[src/rtl/if_fetch_if.sv]
// if_fetch_if: bundle of the fetch stage's memory port, redirect input and
// decode-side handshake. The fetch stage takes the master view; the memory,
// redirect source and decode stage together take the slave view.
interface if_fetch_if;
  // byte-wide instruction memory port
  logic        mem_req_o;
  logic [31:0] mem_addr_o;
  logic [7:0]  mem_data_i;
  logic        mem_ack_i;
  // PC redirect from later stages
  logic        redir_valid_i;
  logic [31:0] redir_pc_i;
  // instruction handoff to decode
  logic [47:0] inst_o;
  logic [31:0] pc_o;
  logic        inst_valid_o;
  logic        id_ready_i;
  logic        inst_err_o;
  logic        halted_o;

  modport master (
    output mem_req_o, mem_addr_o, inst_o, pc_o, inst_valid_o, inst_err_o, halted_o,
    input  mem_data_i, mem_ack_i, redir_valid_i, redir_pc_i, id_ready_i
  );

  modport slave (
    input  mem_req_o, mem_addr_o, inst_o, pc_o, inst_valid_o, inst_err_o, halted_o,
    output mem_data_i, mem_ack_i, redir_valid_i, redir_pc_i, id_ready_i
  );
endinterface

[src/rtl/if_fetch.sv]
// if_fetch: byte-serial Y86 instruction fetch. Reads one byte per ack,
// assembles a 48-bit instruction word and hands it to decode over
// valid/ready. Stops after halt or an invalid icode until redirected.
// Optional feature macro: FETCH_PREDICT_EN -- when defined, an accepted call
// or unconditional jmp continues fetching at its destination.
module if_fetch #(
  parameter logic [31:0] RESET_PC = 32'h0000_0000
) (
  input logic         clk,
  input logic         rst,
  if_fetch_if.master  bus
);

  typedef enum logic [1:0] {FETCH, HOLD, HALTED} state_t;

  state_t      state, state_d;
  logic [31:0] pc, pc_d;
  logic [2:0]  cnt, cnt_d;
  logic [47:0] inst, inst_d;
  logic        valid, valid_d;
  logic        err, err_d;
  logic        halted, halted_d;
  logic        req, req_d;

  logic [3:0]  icode;
  logic [2:0]  len;
  logic        last_byte;
  logic        stop;
  logic [31:0] next_pc;
  logic [7:0]  data;

  // Instruction length in bytes, decoded from the icode nibble.
  function automatic logic [2:0] inst_len(input logic [3:0] ic);
    case (ic)
      4'h2, 4'h6, 4'hA, 4'hB: inst_len = 3'd2;
      4'h7, 4'h8:             inst_len = 3'd5;
      4'h3, 4'h4, 4'h5:       inst_len = 3'd6;
      default:                inst_len = 3'd1;  // halt, nop, ret, invalid C-F
    endcase
  endfunction

  assign data = bus.mem_data_i;

  // Byte 0 is still on the bus while it is being acked; afterwards the
  // captured copy in the instruction register is authoritative.
  assign icode     = (state == FETCH && cnt == 3'd0) ? data[7:4] : inst[47:44];
  assign len       = inst_len(icode);
  assign last_byte = (cnt + 3'd1 == len);
  assign stop      = (inst[47:44] == 4'h0) || err;

  // Sequential successor of the instruction sitting in HOLD.
  always_comb begin
    next_pc = pc + {29'd0, len};
`ifdef FETCH_PREDICT_EN
    if (inst[47:44] == 4'h8 || inst[47:40] == 8'h70) next_pc = inst[31:0];
`endif
  end

  assign bus.mem_addr_o   = pc + {29'd0, cnt};
  assign bus.mem_req_o    = req;
  assign bus.inst_o       = inst;
  assign bus.pc_o         = pc;
  assign bus.inst_valid_o = valid;
  assign bus.inst_err_o   = err;
  assign bus.halted_o     = halted;

  // State register; an asynchronous reset drops any partially fetched bytes.
  // NOTE: state is updated with non-blocking assignments so every flop samples
  // the pre-edge values regardless of statement order.
  always_ff @(posedge clk or negedge rst) begin
    if (!rst) begin
      state  <= FETCH;
      pc     <= RESET_PC;
      cnt    <= 3'd0;
      inst   <= 48'd0;
      valid  <= 1'b0;
      err    <= 1'b0;
      halted <= 1'b0;
      req    <= 1'b0;
    end else begin
      state  <= state_d;
      pc     <= pc_d;
      cnt    <= cnt_d;
      inst   <= inst_d;
      valid  <= valid_d;
      err    <= err_d;
      halted <= halted_d;
      req    <= req_d;
    end
  end

  // Next-state logic: redirect first, then per-state fetch/hold/halt behaviour.
  always_comb begin
    // NOTE: every target gets a hold value up front so no path infers a latch.
    state_d  = state;
    pc_d     = pc;
    cnt_d    = cnt;
    inst_d   = inst;
    valid_d  = valid;
    err_d    = err;
    halted_d = halted;
    req_d    = req;

    if (bus.redir_valid_i) begin
      state_d  = FETCH;
      pc_d     = bus.redir_pc_i;
      cnt_d    = 3'd0;
      valid_d  = 1'b0;
      halted_d = 1'b0;
      req_d    = 1'b1;
    end else begin
      case (state)
        FETCH: begin
          req_d = 1'b1;
          if (req && bus.mem_ack_i) begin
            // jXX/call carry their 4-byte destination in bytes 1..4;
            // 6-byte forms carry rA/rB in byte 1 and the constant in bytes 2..5.
            case (cnt)
              3'd1: if (len == 3'd5) inst_d[7:0]   = data; else inst_d[39:32] = data;
              3'd2: if (len == 3'd5) inst_d[15:8]  = data; else inst_d[7:0]   = data;
              3'd3: if (len == 3'd5) inst_d[23:16] = data; else inst_d[15:8]  = data;
              3'd4: if (len == 3'd5) inst_d[31:24] = data; else inst_d[23:16] = data;
              3'd5: inst_d[31:24] = data;
              default: begin
                inst_d = {data, 40'd0};
                if (len == 3'd5) inst_d[39:32] = 8'hFF;
                err_d = (icode >= 4'hC);
              end
            endcase
            if (last_byte) begin
              state_d = HOLD;
              valid_d = 1'b1;
              req_d   = 1'b0;
            end else begin
              cnt_d = cnt + 3'd1;
            end
          end
        end
        HOLD: begin
          if (bus.id_ready_i) begin
            pc_d    = next_pc;
            cnt_d   = 3'd0;
            valid_d = 1'b0;
            if (stop) begin
              state_d  = HALTED;
              halted_d = 1'b1;
              req_d    = 1'b0;
            end else begin
              state_d = FETCH;
              req_d   = 1'b1;
            end
          end
        end
        HALTED: begin
          req_d = 1'b0;
        end
        default: begin
          state_d = FETCH;
        end
      endcase
    end
  end

endmodule

[src/flat_wrapper.sv]
// flat-port wrapper written by rule: the top's interface ports become plain ports
module if_fetch_flat 
#(
  parameter logic [31:0] RESET_PC = 32'h0000_0000
)
  (clk, rst, bus_mem_req_o, bus_mem_addr_o, bus_inst_o, bus_pc_o, bus_inst_valid_o, bus_inst_err_o, bus_halted_o, bus_mem_data_i, bus_mem_ack_i, bus_redir_valid_i, bus_redir_pc_i, bus_id_ready_i);
  if_fetch_if bus_i ();
  input logic clk;
  input logic rst;
  output wire logic [$bits(bus_i.mem_req_o)-1:0] bus_mem_req_o;
  output wire logic [$bits(bus_i.mem_addr_o)-1:0] bus_mem_addr_o;
  output wire logic [$bits(bus_i.inst_o)-1:0] bus_inst_o;
  output wire logic [$bits(bus_i.pc_o)-1:0] bus_pc_o;
  output wire logic [$bits(bus_i.inst_valid_o)-1:0] bus_inst_valid_o;
  output wire logic [$bits(bus_i.inst_err_o)-1:0] bus_inst_err_o;
  output wire logic [$bits(bus_i.halted_o)-1:0] bus_halted_o;
  input wire logic [$bits(bus_i.mem_data_i)-1:0] bus_mem_data_i;
  input wire logic [$bits(bus_i.mem_ack_i)-1:0] bus_mem_ack_i;
  input wire logic [$bits(bus_i.redir_valid_i)-1:0] bus_redir_valid_i;
  input wire logic [$bits(bus_i.redir_pc_i)-1:0] bus_redir_pc_i;
  input wire logic [$bits(bus_i.id_ready_i)-1:0] bus_id_ready_i;
  assign bus_mem_req_o = bus_i.mem_req_o;
  assign bus_mem_addr_o = bus_i.mem_addr_o;
  assign bus_inst_o = bus_i.inst_o;
  assign bus_pc_o = bus_i.pc_o;
  assign bus_inst_valid_o = bus_i.inst_valid_o;
  assign bus_inst_err_o = bus_i.inst_err_o;
  assign bus_halted_o = bus_i.halted_o;
  assign bus_i.mem_data_i = bus_mem_data_i;
  assign bus_i.mem_ack_i = bus_mem_ack_i;
  assign bus_i.redir_valid_i = bus_redir_valid_i;
  assign bus_i.redir_pc_i = bus_redir_pc_i;
  assign bus_i.id_ready_i = bus_id_ready_i;
  if_fetch #(.RESET_PC(RESET_PC)) u_core (.clk(clk), .rst(rst), .bus(bus_i));
endmodule
[config.mk]
export PLATFORM = sky130hd
export DESIGN_NAME = if_fetch_flat
export DESIGN_NICKNAME = d
export VERILOG_FILES = /design/src/rtl/if_fetch_if.sv /design/src/rtl/if_fetch.sv /design/src/flat_wrapper.sv
export SDC_FILE = /design/constraint.sdc
export NUM_CORES = 1
export LEC_CHECK = 0
export BUFFER_PORTS_ARGS = -buffer_cell sky130_fd_sc_hd__buf_2
export CAP_MARGIN = 20
export CORE_ASPECT_RATIO = 0.5
export CORE_MARGIN = 2
export CORE_UTILIZATION = 55
export CTS_CLUSTER_SIZE = 30
export DETAILED_ROUTE_END_ITERATION = 10
export PLACE_DENSITY = 0.84
export RECOVER_POWER = 25
export SYNTH_ARGS = -nofsm -noshare
export SYNTH_HDL_FRONTEND = slang
export SYNTH_SLANG_ARGS = --single-unit
[constraint.sdc]
create_clock -name clk -period 9 [get_ports clk]
set_clock_uncertainty 0.2 [all_clocks]
set_input_delay 1.35 -clock clk [delete_from_list [all_inputs] [get_ports clk]]
set_output_delay 1.35 -clock clk [all_outputs]
set_load 0.05 [all_outputs]
### Yosys cells after proc, flatten, opt, wreduce, memory -nomap -nowiden

Memory sizes are Yosys's and may differ from the RTL's.
Cells that the tools add are included.

| word-level totals | value |
|---|---|
| register bits | 89 |
| memory bits (read-only) | 48 |
| output and inout port bits | 116 |
| memories kept | 1 |

| operators by class | value |
|---|---|
| add/sub/neg operators | 3 |
| $lt $le $gt $ge | 1 |
| equality and inequality tests | 22 |
| mux-type cells | 38 |
| bitwise operators | 7 |
| reduce and logical (&&, ||, !) cells | 29 |

Memory list:

| memory | depth | bits a word | read ports | clocked after Yosys merged registers in | write ports | line | source |
|---|---|---|---|---|---|---|---|
| (no name shown) | 16 | 3 | 1 | 0 | 0 | if_fetch.sv:34 | `case (ic)` |

Operators by type and width:

| kind | count |
|---|---|
| 2-to-1 mux 32 bit | 3 |
| one-hot mux 8 bit (3 select lines) | 4 |
| adder 32 x 3 -> 32 bit | 2 |
| 2-to-1 mux 8 bit | 3 |
| AND reduction 6 bit | 3 |
| one-hot mux 8 bit (2 select lines) | 1 |
| AND reduction 4 bit | 4 |
| 2-to-1 mux 1 bit | 13 |
| 2-to-1 mux 3 bit | 4 |
| OR reduction 3 bit | 4 |
| 2-to-1 mux 2 bit | 5 |
| inequality test 2 bit (second input constant) | 5 |
| AND reduction 5 bit | 2 |
| equality test 3 bit (second input constant) | 3 |
| inequality test 3 bit (second input constant) | 3 |
| inequality test 2 x 1 -> 1 bit (second input constant) | 4 |
| inverter 1 bit | 7 |
| equality test 3 x 2 -> 1 bit (second input constant) | 2 |
| one-hot mux 2 bit (3 select lines) | 1 |
| one-hot mux 3 bit (2 select lines) | 1 |
| nonzero test 2 bit | 3 |
| OR reduction 5 bit | 1 |
| >= comparator 4 bit (second input constant) | 1 |
| zero test 4 bit | 1 |
| 18 further kinds | 20 |

### Depth between registers and ports, before layout

Gate-level depths: netlist of run 1.
An unclocked memory read counts as a cell.

| depth | value |
|---|---|
| depth in word-level cells | 9 |
| mapped depth | 17 |

### Least setup slack after synthesis of run 1

No wires, ideal clock.

| path | value |
|---|---|
| path type | register -> output |
| start | register u_core.pc[1] (netlist: u_core.bus.pc_o[1]) |
| end | output bus_mem_addr_o[31] |
| arrival | 3071 ps |
| data required time | 7450 ps |
| path slack | 4379 ps |
| cell stages (with the launch flop) | 9 |
| path buffers | 1 |
| path through | dfrtp_1 ha_1 a21o_1 a21oi_1 or3_1 clkbuf_1 or3b_2 nor2_1 xor2_1 |

| between the ends | value |
|---|---|
| word-level cells in the longest chain between the ends | 1 |

RTL lines:

| what | line | source |
|---|---|---|
| start, declared | if_fetch.sv:17 | `logic [31:0] pc, pc_d;` |
| start signal, assigned | if_fetch.sv:82 | `pc <= pc_d;` |
| adder 32 x 3 -> 32 bit | if_fetch.sv:59 | `assign bus.mem_addr_o = pc + {29'd0, cnt};` |
| end, declared | flat_wrapper.sv:11 | `output wire logic [$bits(bus_i.mem_addr_o)-1:0] bus_mem_addr_o;` |

Every way passes these cells.

==> results summary, run 1 <==
The buffers inserted during post-CTS setup optimization came out at 0. The number of antenna violations at the first check in global routing came out at 0. In this run the worst hold path is classified as register to register. The number of global-route vias before repair came to 4680. In this run the horizontal extent of the chip is 144 um.

The half-perimeter wire length after placement is 10200 um. For this run, design rule violations remaining after detail routing come to 0. The global-route congestion overflow total came out at 0. In this run the power density over the cells is 290 nW/um^2. The TritonCTS clock tree is built. The cell taking the most area after synthesis is sky130_fd_sc_hd__dfrtp_1.

The peak fanout along the critical path is 55. The CTS root buffer is sky130_fd_sc_hd__clkbuf_16. The startpoint of the worst register-to-register path is u_core.cnt[1]. For this block, the via count after detailed routing is 4903. The worst pin sits at a relative slew slack of -0.996. Buffers inserted during clock tree synthesis total 9. By area the synthesized netlist is led by sky130_fd_sc_hd__dfrtp_1, sky130_fd_sc_hd__nand2_1, sky130_fd_sc_hd__mux2i_1, sky130_fd_sc_hd__xnor2_1, sky130_fd_sc_hd__xor2_1.

In the final design database the tool counted 829 nets. The number of warning messages in the yosys log is 0. The final clock period utilization by the worst path is 0.605.

On the critical path, the stage with the largest delay is an instance of sky130_fd_sc_hd__clkbuf_1. The total count of max-transition violations in the final report is 92. In the synthesized netlist the dominant register cell turns out to be sky130_fd_sc_hd__dfrtp_1.

The global-route wire length before repair came out at 22600 um. For this block, the initial DRC count from the detailed router was 305. The total of max-cap violations is 2.

The H-tree was split into 3 levels. The final hold violation count is 0. The worst hold path begins at u_core.bus.halted_o. STA classifies the critical path startpoint as a primary input. The routed length per placed instance is 15.6 um. In this run the static leakage power is 3.10 nW.

In this design, the critical path's most frequently occurring cell is sky130_fd_sc_hd__clkbuf_1. Once detail routing completed, the nets flagged for antenna violations numbered 0. The distinct cell type count of the synthesized netlist came out at 54. The number of hold buffers added after CTS was 0. The clock input transition at the sequential cells of the worst setup and hold paths is 70 ps.

At the pin with the least slew margin, the transition time is 2990 ps. The sequential fraction of the synthesis area is 0.411. The mean post-synth cell area came out at 8.74 um^2. The die outline area came out at 10700 um^2. The critical path in this run is classified as primary input to asynchronous set/reset pin. Setup repair after global routing left no endpoint under its margin. Compared with the post-synthesis result, the final layout area differs by 21.4%.

The count of boundary I/O pins came out at 161. The number of standard cells after synthesis is 620. The worst-case setup margin in the final layout came out at 3560 ps. Static timing analysis puts the maximum clock frequency at 184 MHz.

The filler cell count came out at 788. The flow ran to the end, but the final reports show violations. The synthesized cell area is 5420 um^2.

In the global route stage, overall resource usage came out at 0.270. The maximum number of pins on one net before global-route repair is 76. The count of buffer and inverter cells on the critical path came out at 2. The worst hold slack after final layout came out at 296 ps. In this run the worst setup path begins at rst. The number of synthesized flops with an enable pin is 0. The ratio of routed vias to standard cells is 5.41. The final critical delay including setup and external delays came out at 5440 ps. For this configuration, the core starts out at a cell density of 0.570. The number of buffers between clock root and the deepest sink came out at 2. The synthesized net count is 683. The required time of the critical path came out at 8580 ps. The sort of element at the end of the critical path is an asynchronous set/reset pin.

The number of port buffers is 160. Before CTS, the worst setup slack after placement is 4520 ps. The worst supply voltage drop on vdd came out at 127 uV. In this run the core area contains 25 standard-cell rows. The area inside the core boundary is 9510 um^2. Walking the worst path, the cells encountered are clkbuf_1, clkbuf_1. The total of flip-flops plus latches after synthesis is 89.

The checks that failed: max-capacitance violations, max-slew violations. The sum of negative setup slack is 0 ps. The congestion estimate from routability-driven global placement came to 0.866. The first detailed-routing pass took 5 iterations.

On the worst path, the slowest cell contributes a delay of 2220 ps. In this design, the largest share of critical-path delay is due to buffers and inverters. The setup violation total in the final timing report is 0.

The top cell type's share of synthesized area is 0.411. Counting every sink on the clock net gives 89. Of the cells placed in the final design, the portion with a size suffix greater than 1 is 0.252. The antenna diode count is 0.

The routed wire length came out at 14100 um. Measured along the y axis, the die boundary spans 74.2 um. The number of gates resized after CTS was 0.

The proportion of register bits with asynchronous set or reset after synthesis is 1.00. The data arrival time of the critical path came out at 5030 ps. The clock latency at the later pin of the worst-skew pair is 340 ps.
## metrics by stage
| step | util | total power [W] | cell area [um^2] | std cells |
|---|---|---|---|---|
| floorplan | - | 0.00132 | 5420 | 620 |
| global placement | 0.661 | 0.00153 | 6290 | 888 |
| detailed placement | 0.661 | 0.00155 | 6290 | 888 |
| CTS | 0.691 | 0.00191 | 6570 | 904 |
| global route | 0.691 | 0.00202 | 6570 | 906 |
| finish | 0.691 | 0.00191 | 6570 | 906 |
## report_power, final
part | switching, W | internal (W)
combinational | 0.000701 | 0.000269
clock | 0.000166 | 0.000191
sequential | 0.0000904 | 0.000492
total | 0.000957 | 0.000951
## final timing paths
kind                                        to  slack, ps  cells after the start
min in group asynchronous  u_core.bus.pc_o[12]       1390                      1
max                         u_core.bus.pc_o[8]       3560                      2
max in group clk            bus_mem_addr_o[22]       4240                     10
max reg2reg                u_core.bus.pc_o[30]       4960                     15
min reg2reg                u_core.bus.halted_o        300                      2
min                        u_core.bus.halted_o        300                      2
## tightest hold or removal path: stages (launching register included)
cell                      delay (ps)
sky130_fd_sc_hd__dfrtp_1         340
sky130_fd_sc_hd__nor2_1           50
sky130_fd_sc_hd__nor2_1           70
## state kept, by name, indices dropped and copies added (netlist names)
name	flops
u_core.state	2
u_core.bus.halted_o	1
u_core.bus.inst_err_o	1
u_core.bus.inst_o	48
u_core.bus.pc_o	32
u_core.bus.mem_req_o	1
u_core.cnt	3
u_core.bus.inst_valid_o	1
## synthesized netlist by cell type, drive strengths merged, types with 3 or more instances
library cell  number
o21ai             38
nand4b             3
a31oi              3
and2               4
buf               11
a21o               4
nor2b              7
or4b               3
xnor2             31
ha                16
nand3             18
dfrtp             89
o22ai              3
and4               5
xor2              28
inv               49
nor3              13
nand2            109
clkbuf            18
or4                3
mux2i             37
mux2               8
a211oi             3
a21oi             16
and3               6
nand4             10
nor2              58
nor4               5
## metal layers
metal,global-route usage,vias to the layer above,part of all wire
li1,-,2359,-
met1,0.360,2335,0.45
met2,0.461,196,0.48
met3,0.0592,13,0.067
met4,0.0658,0,0.0087
met5,0,-,0
## layout by cell type (no fill, tap or decap), drive strengths merged, types with 3 or more instances in the layout
master / synthesis / routed
a31oi: 3 / 3
nand3: 18 / 18
xnor2: 31 / 31
and3: 6 / 6
nor3: 13 / 13
or4b: 3 / 3
nor4: 5 / 5
clkbuf: 18 / 13
nand2: 109 / 109
a21o: 4 / 4
nand4b: 3 / 3
a211oi: 3 / 3
ha: 16 / 16
mux2i: 37 / 37
inv: 49 / 52
o22ai: 3 / 3
and4: 5 / 5
buf: 11 / 161
xor2: 28 / 28
dfrtp: 89 / 89
or4: 3 / 3
o21ai: 38 / 38
nand4: 10 / 10
and2: 4 / 4
mux2: 8 / 8
nor2: 58 / 58
nor2b: 7 / 7
a21oi: 16 / 16
## final cells by class
cell class	count	area, um^2	area share
Timing Repair Buffer	164	825	0.125
Clock buffer	10	229	0.0348
Sequential cell	89	2230	0.339
Tap cell	135	169	0.0257
Inverter	49	184	0.0280
Multi-Input combinational cell	453	2890	0.440
Clock inverter	6	50.0	0.00761
## logic make-up after synthesis
group,after synthesis,synth area share
DFF,89,0.411
AOI/OAI and AO/OA,77,0.0843
xor gates and xnor gates,59,0.0954
adders and majority gates,18,0.0444
buffers and inverters,78,0.0564
muxes,45,0.0850
and+or+nand+nor,254,0.223
No activity file was read; power rests on OpenSTA's default activity.
==> run 2, diff against run 1 <==
- CORE_UTILIZATION: 55 -> 47
- PLACE_DENSITY: 0.84 -> 0.77
- clock period: 9 -> 4.92 ns (I/O delays scaled with it)
==> run 2 against run 1 <==
Effect of this change:
- the run still ends with max-capacitance violations, max-slew violations left
- hold slack lost 2.8 ps
- first-iteration DRC count shrank 12%
- register-to-register slack lost 4000 ps
- count of clock-buffer cells in the layout shrank 1
- cell count grew 1.1%
- non-clock buffer count is the same
- critical path depth grew 8
- die area grew 16%
- combinational power grew 84%
- cell area grew 0.69%
- largest power group unchanged
==> results summary, run 2 (synthesized netlist as in run 1, its figures left out) <==
The peak fanout along the critical path came out at 10. The buffers inserted during post-CTS setup optimization came out at 0. The combinational group share of total power came out at 0.502. The cell type with the highest occurrence count on the critical path is sky130_fd_sc_hd__nor2_1. The height of the die came out at 79.9 um.

The worst hold path terminates at u_core.bus.halted_o. The CTS root buffer is sky130_fd_sc_hd__clkbuf_16. The number of placed instances with taps included is 900.

The site row count came out at 27. The count of non-filler cells in the finished layout came out at 916. Data on the critical path is required at its endpoint by 3980 ps.

In this run the tightest slew margin relative to its limit is -0.776. The total count of max-transition violations in the final report is 49. In the final layout, the multi-input gates occupy 2890 um^2. The final reports fail on max-capacitance violations, max-slew violations. The worst setup slack before clock tree synthesis is 965 ps.

Post-CTS repair changed the size of 0 cells. The flow ran to the end, but the final reports show violations. The fraction of final layout cells sized beyond drive strength 1 is 0.256.

After clock tree synthesis, the clock-pin slew on the worst setup and hold paths is 70 ps. The static power due to leakage is 3.13 nW. At the end of the flow, the number of nets in the layout was 829.

With fillers left out, the area of the finished cells amounts to 6620 um^2. The sort of element at the end of the critical path is an output pin. The remaining design rule violation count is 0.

The worst-case reg-to-reg path depth is 15. The number of buffers inserted during clock tree synthesis came out at 9. The global-route wire length before repair is 23000 um. The flip-flop count of the largest register after layout came out at 48. The clock reaches the later pin of the worst-skew pair after 350 ps. After detailed placement, the total cell area comes to 6320 um^2. The die extent in x came out at 156 um. At the pin with the least slew margin, the transition time is 2660 ps.

The initial core utilization came out at 0.487. The number of DRC markers after the initial detailed-route iteration came out at 268. The sequential cell area is 2230 um^2.

The H-tree was split into 3 levels. The number of port buffers is 160. CTS saw 89 sinks. The total via count in the routed design is 4872. The endpoint identified for the worst register-to-register timing path is u_core.bus.pc_o[30].

After clock tree synthesis, the flow added hold-fix buffers numbering 0. The startpoint of the worst register-to-register path is u_core.cnt[1]. The relative contribution of sequential cells to total power came out at 0.297.

The antenna violation net count after detailed routing came out at 0. Leaving out fill and tap cells, the most frequent cell in the layout is sky130_fd_sc_hd__buf_2. The routed wire length came out at 14000 um.

The final hold violation count is 0. The number of buffers between clock root and the deepest sink is 2. The internal power component came out at 0.00180 W. The global-route congestion overflow total came out at 0. The repair_antennas step left the layout with diodes totalling 0. The start-to-end type of the worst setup path is register to output pin. The worst-case setup margin in the final layout is 819 ps.

The largest incremental delay on the critical path came out at 670 ps. The routed length per placed instance came out at 15.3 um. The signal on the critical path passes through ha_1, inv_1, fa_1, nor2b_1, o21ai_0, nor2_1, nand2_1, nor2_1, xor2_1, buf_2. The floorplan step defined a die boundary enclosing 12500 um^2. The worst-case IR drop observed on VDD is 209 uV. Relative to the synthesized area, the layout overhead comes to 22.2%. Setup repair after global routing left no endpoint under its margin. Dividing the detail-routed via count by the number of cells gives 5.32. Data on the critical path arrives at its endpoint at 3160 ps. The worst hold path was traced through 2 stages.

The total power draw came out at 0.00355 W. The final clock period utilization by the worst path came out at 0.834. The area inside the core boundary came out at 11100 um^2.

The sum of negative setup slack is 0 ps. The total of max-cap violations came out at 1. STA classifies the critical path startpoint as a register. The number of global-route vias before repair came out at 4693. The setup violation total in the final timing report is 0. The maximum number of pins on one net before global-route repair is 75. The total net switching power is 0.00176 W. The share of power burned in the clock network is 0.201. The routability congestion estimate from global placement is 0.859. Based on the critical path, the design can be clocked at up to 244 MHz. The filler cell count is 995. The path category of the worst min-delay check is register to register.

The overall track demand over capacity in global routing is 0.233. The total power divided by cell area is 537 nW/um^2. The library cells used most frequently in the layout, excluding fill and tap cells, are sky130_fd_sc_hd__buf_2, sky130_fd_sc_hd__nand2_1, sky130_fd_sc_hd__dfrtp_1. The number of antenna violations at the first check in global routing is 0. The largest individual stage delay along the critical path comes from the cell sky130_fd_sc_hd__nor2_1. The slack of the worst reg-to-reg path is 920 ps.

The fraction of power spent switching nets came out at 0.495. In this run the most critical hold path is launched from u_core.bus.halted_o. Before antenna repair, the detailed router went through 5 iterations. The half-perimeter wire length after placement came out at 10200 um. The count of boundary I/O pins came out at 161.

TritonCTS built the clock tree. The worst path needs 4100 ps of the cycle, external delays included.
run 2: cell count changes in the layout (fill, tap and decap cells not counted), sizes merged:
cell,previous run,this run
clkinvlp,2,1
inv,52,53
bufinv,0,1
clkbuf,13,11
buf,161,162
run 2: per-layer routing:
metal	vias to the layer above	track usage	part of all wire
met2	170	0.388	0.47
li1	2358	-	-
met3	22	0.0461	0.057
met1	2322	0.314	0.46
met4	0	0.0606	0.011
met5	-	0	0
run 2: worst max path at each step:
stage	start	to	slack, ps	cells after the start
floorplan	u_core.bus.pc_o[1]	bus_mem_addr_o[31]	910	8
global placement	u_core.cnt[1]	u_core.bus.pc_o[30]	1100	15
detailed placement	u_core.cnt[1]	u_core.bus.pc_o[30]	960	15
CTS	u_core.cnt[0]	bus_mem_addr_o[22]	800	10
global route	u_core.cnt[0]	bus_mem_addr_o[22]	520	10
finish	u_core.cnt[0]	bus_mem_addr_o[22]	820	10
run 2: through the flow:
| stage | hold WS [ps] | utilization |
|---|---|---|
| 3_3_place_gp | 279 | 0.568 |
| 2_1_floorplan | 242 | - |
| 5_1_grt | 325 | 0.596 |
| 3_5_place_dp | 283 | 0.568 |
| 4_1_cts | 230 | 0.596 |
| 6_report | 294 | 0.596 |
run 2: power groups by stage:
stage	Sequential, W	Combinational (W)	Clock (W)
detailed placement	0.00107	0.00178	0
global placement	0.00106	0.00175	0
floorplan	0.00160	0.000821	0
CTS	0.00105	0.00179	0.000730
global route	0.00108	0.00191	0.000766
finish	0.00106	0.00178	0.000715
run 2: cell type report:
cell class | count | area share
clock buffer | 9 | 0.0340
clock inverter | 7 | 0.0127
inverter | 49 | 0.0278
multi-input combinational | 453 | 0.437
sequential | 89 | 0.336
tap | 145 | 0.0274
timing repair buffer | 164 | 0.125
run 2: worst max-delay path: cells and delay by family, from the launching register on:
kind	cells	cell delay, ps
compound gates	1	160
xor+xnor	1	150
fa+ha+maj	2	600
buf+inv	2	340
flops	1	420
simple gates	4	1160
==> run 3, diff against run 2 <==
- ABC_AREA: not set -> 1
- CORE_UTILIZATION: 47 -> 54
- PLACE_DENSITY: 0.77 -> 0.82
- clock period: 4.92 -> 3.9 ns (I/O delays scaled with it)
==> run 3 against run 2 <==
Effect of this change:
- the run still ends with max-capacitance violations, max-slew violations left
- setup slack got worse by 620 ps
- sequential power increased by 45%
- hold slack got worse by 21 ps
- register-to-register slack got worse by 590 ps
- combinational power increased by 150%
- critical path depth increased by 1
- flip-flop and latch count unchanged
- wire length increased by 22%
- sequential share of layout area decreased by 2.6 points
- die area decreased by 4.8%
- largest power group unchanged
==> results summary, run 3 <==
The number of warning messages in the yosys log is 0. For this design, the CTS-stage hold fixing added 0 buffers. Pin placement for this block handled 161 I/O pins. The overall track demand over capacity in global routing is 0.291. Setup repair after global routing left no endpoint under its margin. CTS saw 89 sinks. The most common cell in the synthesized netlist is sky130_fd_sc_hd__nand2_1. The static power due to leakage is 3.71 nW. The clock input transition at the sequential cells of the worst setup and hold paths is 70 ps. The mapped netlist covers 5910 um^2.

For the worst setup path, the data required time is 3120 ps. The number of iterations in the first detailed-routing pass is 5. The total power draw is 0.00683 W. The height of the die came out at 78 um.

The instance area at placement came out at 6850 um^2. The total via count in the routed design is 6071. The slack of the worst reg-to-reg path came out at 330 ps. The highest-delay cell along the critical path is sky130_fd_sc_hd__dfrtp_2. TritonCTS built the clock tree. The final critical delay including setup and external delays is 3700 ps.

The number of DRC markers after the initial detailed-route iteration is 514. The path category of the worst min-delay check is primary input to register. The peak fanout along the critical path came out at 8. Leaving out fill and tap cells, the most frequent cells in the layout are sky130_fd_sc_hd__nand2_1, sky130_fd_sc_hd__buf_2, sky130_fd_sc_hd__inv_1. The checks that failed: max-capacitance violations, max-slew violations.

The clock reaches the later pin of the worst-skew pair after 350 ps. The endpoint of the worst setup timing path is bus_mem_addr_o[30]. The routed wire length is 17100 um. The worst-case reg-to-reg path depth is 22. The total power divided by cell area came out at 954 nW/um^2. The tree is rooted in a sky130_fd_sc_hd__clkbuf_16. The core region is 10400 um^2. The mean post-synth cell area came out at 7.50 um^2.

The finished layout cell area is 7170 um^2. Compared with the post-synthesis result, the final layout area differs by 21.2%. STA classifies the critical path startpoint as a register. Of the available clock period, the critical path in the final layout requires 0.948.

The share of synthesized area in the top cell type comes to 0.377. The die covers 11900 um^2. The antenna violation net count after detailed routing came out at 0. During placement, the flow inserted port buffers numbering 160.

The number of antenna violations at the first check in global routing is 0. The flow ran to the end, but the final reports show violations. The number of buffers inserted during clock tree synthesis came out at 9. The buffers inserted during post-CTS setup optimization is 0. The antenna diode count is 0.

The highest achievable clock rate came out at 270 MHz. Together, buffers and inverters on the worst path number 2. The startpoint of the worst register-to-register path is u_core.cnt[0]. The library cell used most frequently in the layout, excluding fill and tap cells, is sky130_fd_sc_hd__nand2_1. The number of gates resized after CTS is 0. The total count of max-transition violations in the final report came to 65. The worst setup path is captured at an output pin.

Tracing the worst setup path back leads to its startpoint at u_core.cnt[0]. The clock tree synthesis step divided the H-tree into 3 levels. The flip-flop count of the largest register after layout is 48. The cell taking the most area after synthesis is sky130_fd_sc_hd__dfrtp_1. The main flop type after synthesis is sky130_fd_sc_hd__dfrtp_1. For the final routed database, the setup TNS stands at 0 ps. The floorplan has 26 rows. The global-route congestion overflow total is 0. Setup violations remaining at the end of the flow were counted as 0. The total of flip-flops plus latches after synthesis came out at 89. The routed length per placed instance came out at 15.6 um. The data arrival time of the critical path came out at 2910 ps. The worst supply voltage drop on vdd came out at 485 uV. In this design, the critical path's most frequently occurring cell is sky130_fd_sc_hd__nand3_1. The endpoint identified for the worst register-to-register timing path is u_core.bus.pc_o[30]. The initial core utilization is 0.566. Entering global routing, the biggest net connects 65 pins.

Broken down by cell family, the worst path's largest delay share belongs to simple AND/OR/NAND/NOR gates. The start-to-end type of the worst setup path is register to output pin. The share of the Yosys chip area taken by registers is 0.377. From left edge to right edge, the die measures 152 um. The normalized max-slew margin is -0.0940. For this run, design rule violations remaining after detail routing come to 0. For this run, the slowest stage of the critical path takes 440 ps. The count of cell instances traversed by the critical path came out at 11. Synthesis produced a netlist whose cell count is 789. The ratio of routed vias to standard cells came out at 5.55. After legalization and detailed placement, the total HPWL measured 12900 um. The synthesized net count is 852.

Sorting the synthesized cells by area gives the leading types as sky130_fd_sc_hd__dfrtp_1, sky130_fd_sc_hd__nand2_1, sky130_fd_sc_hd__inv_1, sky130_fd_sc_hd__o21ai_0, sky130_fd_sc_hd__xor2_1. The transition time of the tightest slew-check pin is 1640 ps. The number of cells traversed by the worst hold path came out at 3. The number of synthesized flops with an enable pin is 0. The number of global-route vias before repair is 5741. The distinct cell type count of the synthesized netlist is 51. The signal on the critical path passes through ha_1, inv_1, fa_1, o22ai_2, nand3_1, nor2_2, nand2_1, nor2_1, nand3_1, xnor2_1, buf_2. In the synthesized netlist, the cells that appear most often are sky130_fd_sc_hd__nand2_1, sky130_fd_sc_hd__inv_1, sky130_fd_sc_hd__dfrtp_1. The global-route wire length before repair came out at 28000 um. Of all flip-flops after synthesis, the portion carrying an async set or reset was 1.00. The final hold violation count came out at 0. The fraction of final layout cells sized beyond drive strength 1 is 0.250.

The post-layout net count is 1011. The total of max-cap violations is 1. At the end of routability-driven placement, the weighted congestion stood at 0.971. Counting along the longest clock path gives a buffer depth of 2.
==> run 3: changes by cell type in the layout (fill, tap and decap cells not counted), moves of 9 or more <==
cell	previous run	this run
sky130_fd_sc_hd__inv_1	49	98
sky130_fd_sc_hd__xor2_1	28	37
sky130_fd_sc_hd__o21ai_2	0	19
sky130_fd_sc_hd__nand3_1	18	40
sky130_fd_sc_hd__o21ai_0	37	65
sky130_fd_sc_hd__xnor2_1	31	6
sky130_fd_sc_hd__nand2_1	109	220
sky130_fd_sc_hd__mux2i_1	37	1
==> run 3: worst min-delay path by stage <==
stage | from | endpoint | slack [ps]
final | bus_redir_pc_i[27] | u_core.bus.pc_o[27] | 270
after global routing | bus_redir_pc_i[28] | u_core.bus.pc_o[28] | 280
after CTS | rst | u_core.bus.pc_o[27] | 160
after detailed placement | u_core.bus.inst_o[21] | u_core.bus.inst_o[21] | 260
after global placement | u_core.bus.inst_o[23] | u_core.bus.inst_o[23] | 250
after floorplan | rst | u_core.bus.halted_o | 90
==> run 3: per-stage QoR <==
stage                     instances  worst slack, ps  hold WS [ps]   util
after detailed placement       1077              199           258  0.656
after global placement         1077              347           255  0.656
after CTS                      1093              126           163  0.684
after floorplan                 789             2.72          89.4      -
final                          1093              202           272  0.686
after global routing           1093             4.52           283  0.686
==> run 3: area by class of cell <==
type                       count  area [um^2]
fill                         891         3280
multi-input combinational    570         3180
sequential                    89         2230
timing repair buffer         172          887
inverter                     106          400
clock buffer                  10          239
tap                          140          175
clock inverter                 6         56.3
==> run 3: power by group <==
group | total (W) | internal, W | leakage (nW) | switching (W)
clock network | 0.000873 | 0.000466 | 0.144 | 0.000408
logic | 0.00442 | 0.00113 | 2.42 | 0.00329
registers | 0.00154 | 0.00122 | 1.14 | 0.000313
total | 0.00683 | 0.00282 | 3.71 | 0.00401
==> run 3: cell families after synthesis <==
kind of cell | count (synthesis) | share of synthesized area
DFF | 89 | 0.377
xor gates and xnor gates | 43 | 0.0637
muxes | 1 | 0.00169
and+or+nand+nor | 376 | 0.283
buffers and inverters | 130 | 0.0905
AOI/OAI and AO/OA | 132 | 0.144
adders and majority gates | 18 | 0.0406
==> run 3: per-layer routing <==
layer  wire [um]  global-route usage
met4         342              0.0888
met1        7240               0.379
met5           0                   0
met3        1280              0.0587
met2        8240               0.496
==> run 3: worst register-to-register path, stage by stage, from the launching register on <==
cell and delay, ps:
sky130_fd_sc_hd__dfrtp_2 460, sky130_fd_sc_hd__inv_1 140, sky130_fd_sc_hd__ha_4 190, sky130_fd_sc_hd__nand2_1 70, sky130_fd_sc_hd__nor2_2 130, sky130_fd_sc_hd__nand2_1 100, sky130_fd_sc_hd__nand2_2 90, sky130_fd_sc_hd__nand2_1 120
sky130_fd_sc_hd__nand2_4 130, sky130_fd_sc_hd__ha_1 170, sky130_fd_sc_hd__inv_1 50, sky130_fd_sc_hd__fa_1 350, sky130_fd_sc_hd__inv_1 80, sky130_fd_sc_hd__nand2_1 60, sky130_fd_sc_hd__a21oi_1 180, sky130_fd_sc_hd__nand2_1 160
sky130_fd_sc_hd__nor2_2 150, sky130_fd_sc_hd__nand2_1 110, sky130_fd_sc_hd__nor2_1 130, sky130_fd_sc_hd__nand2_1 80, sky130_fd_sc_hd__xnor2_1 140, sky130_fd_sc_hd__o21bai_1 120, sky130_fd_sc_hd__nand2_1 60
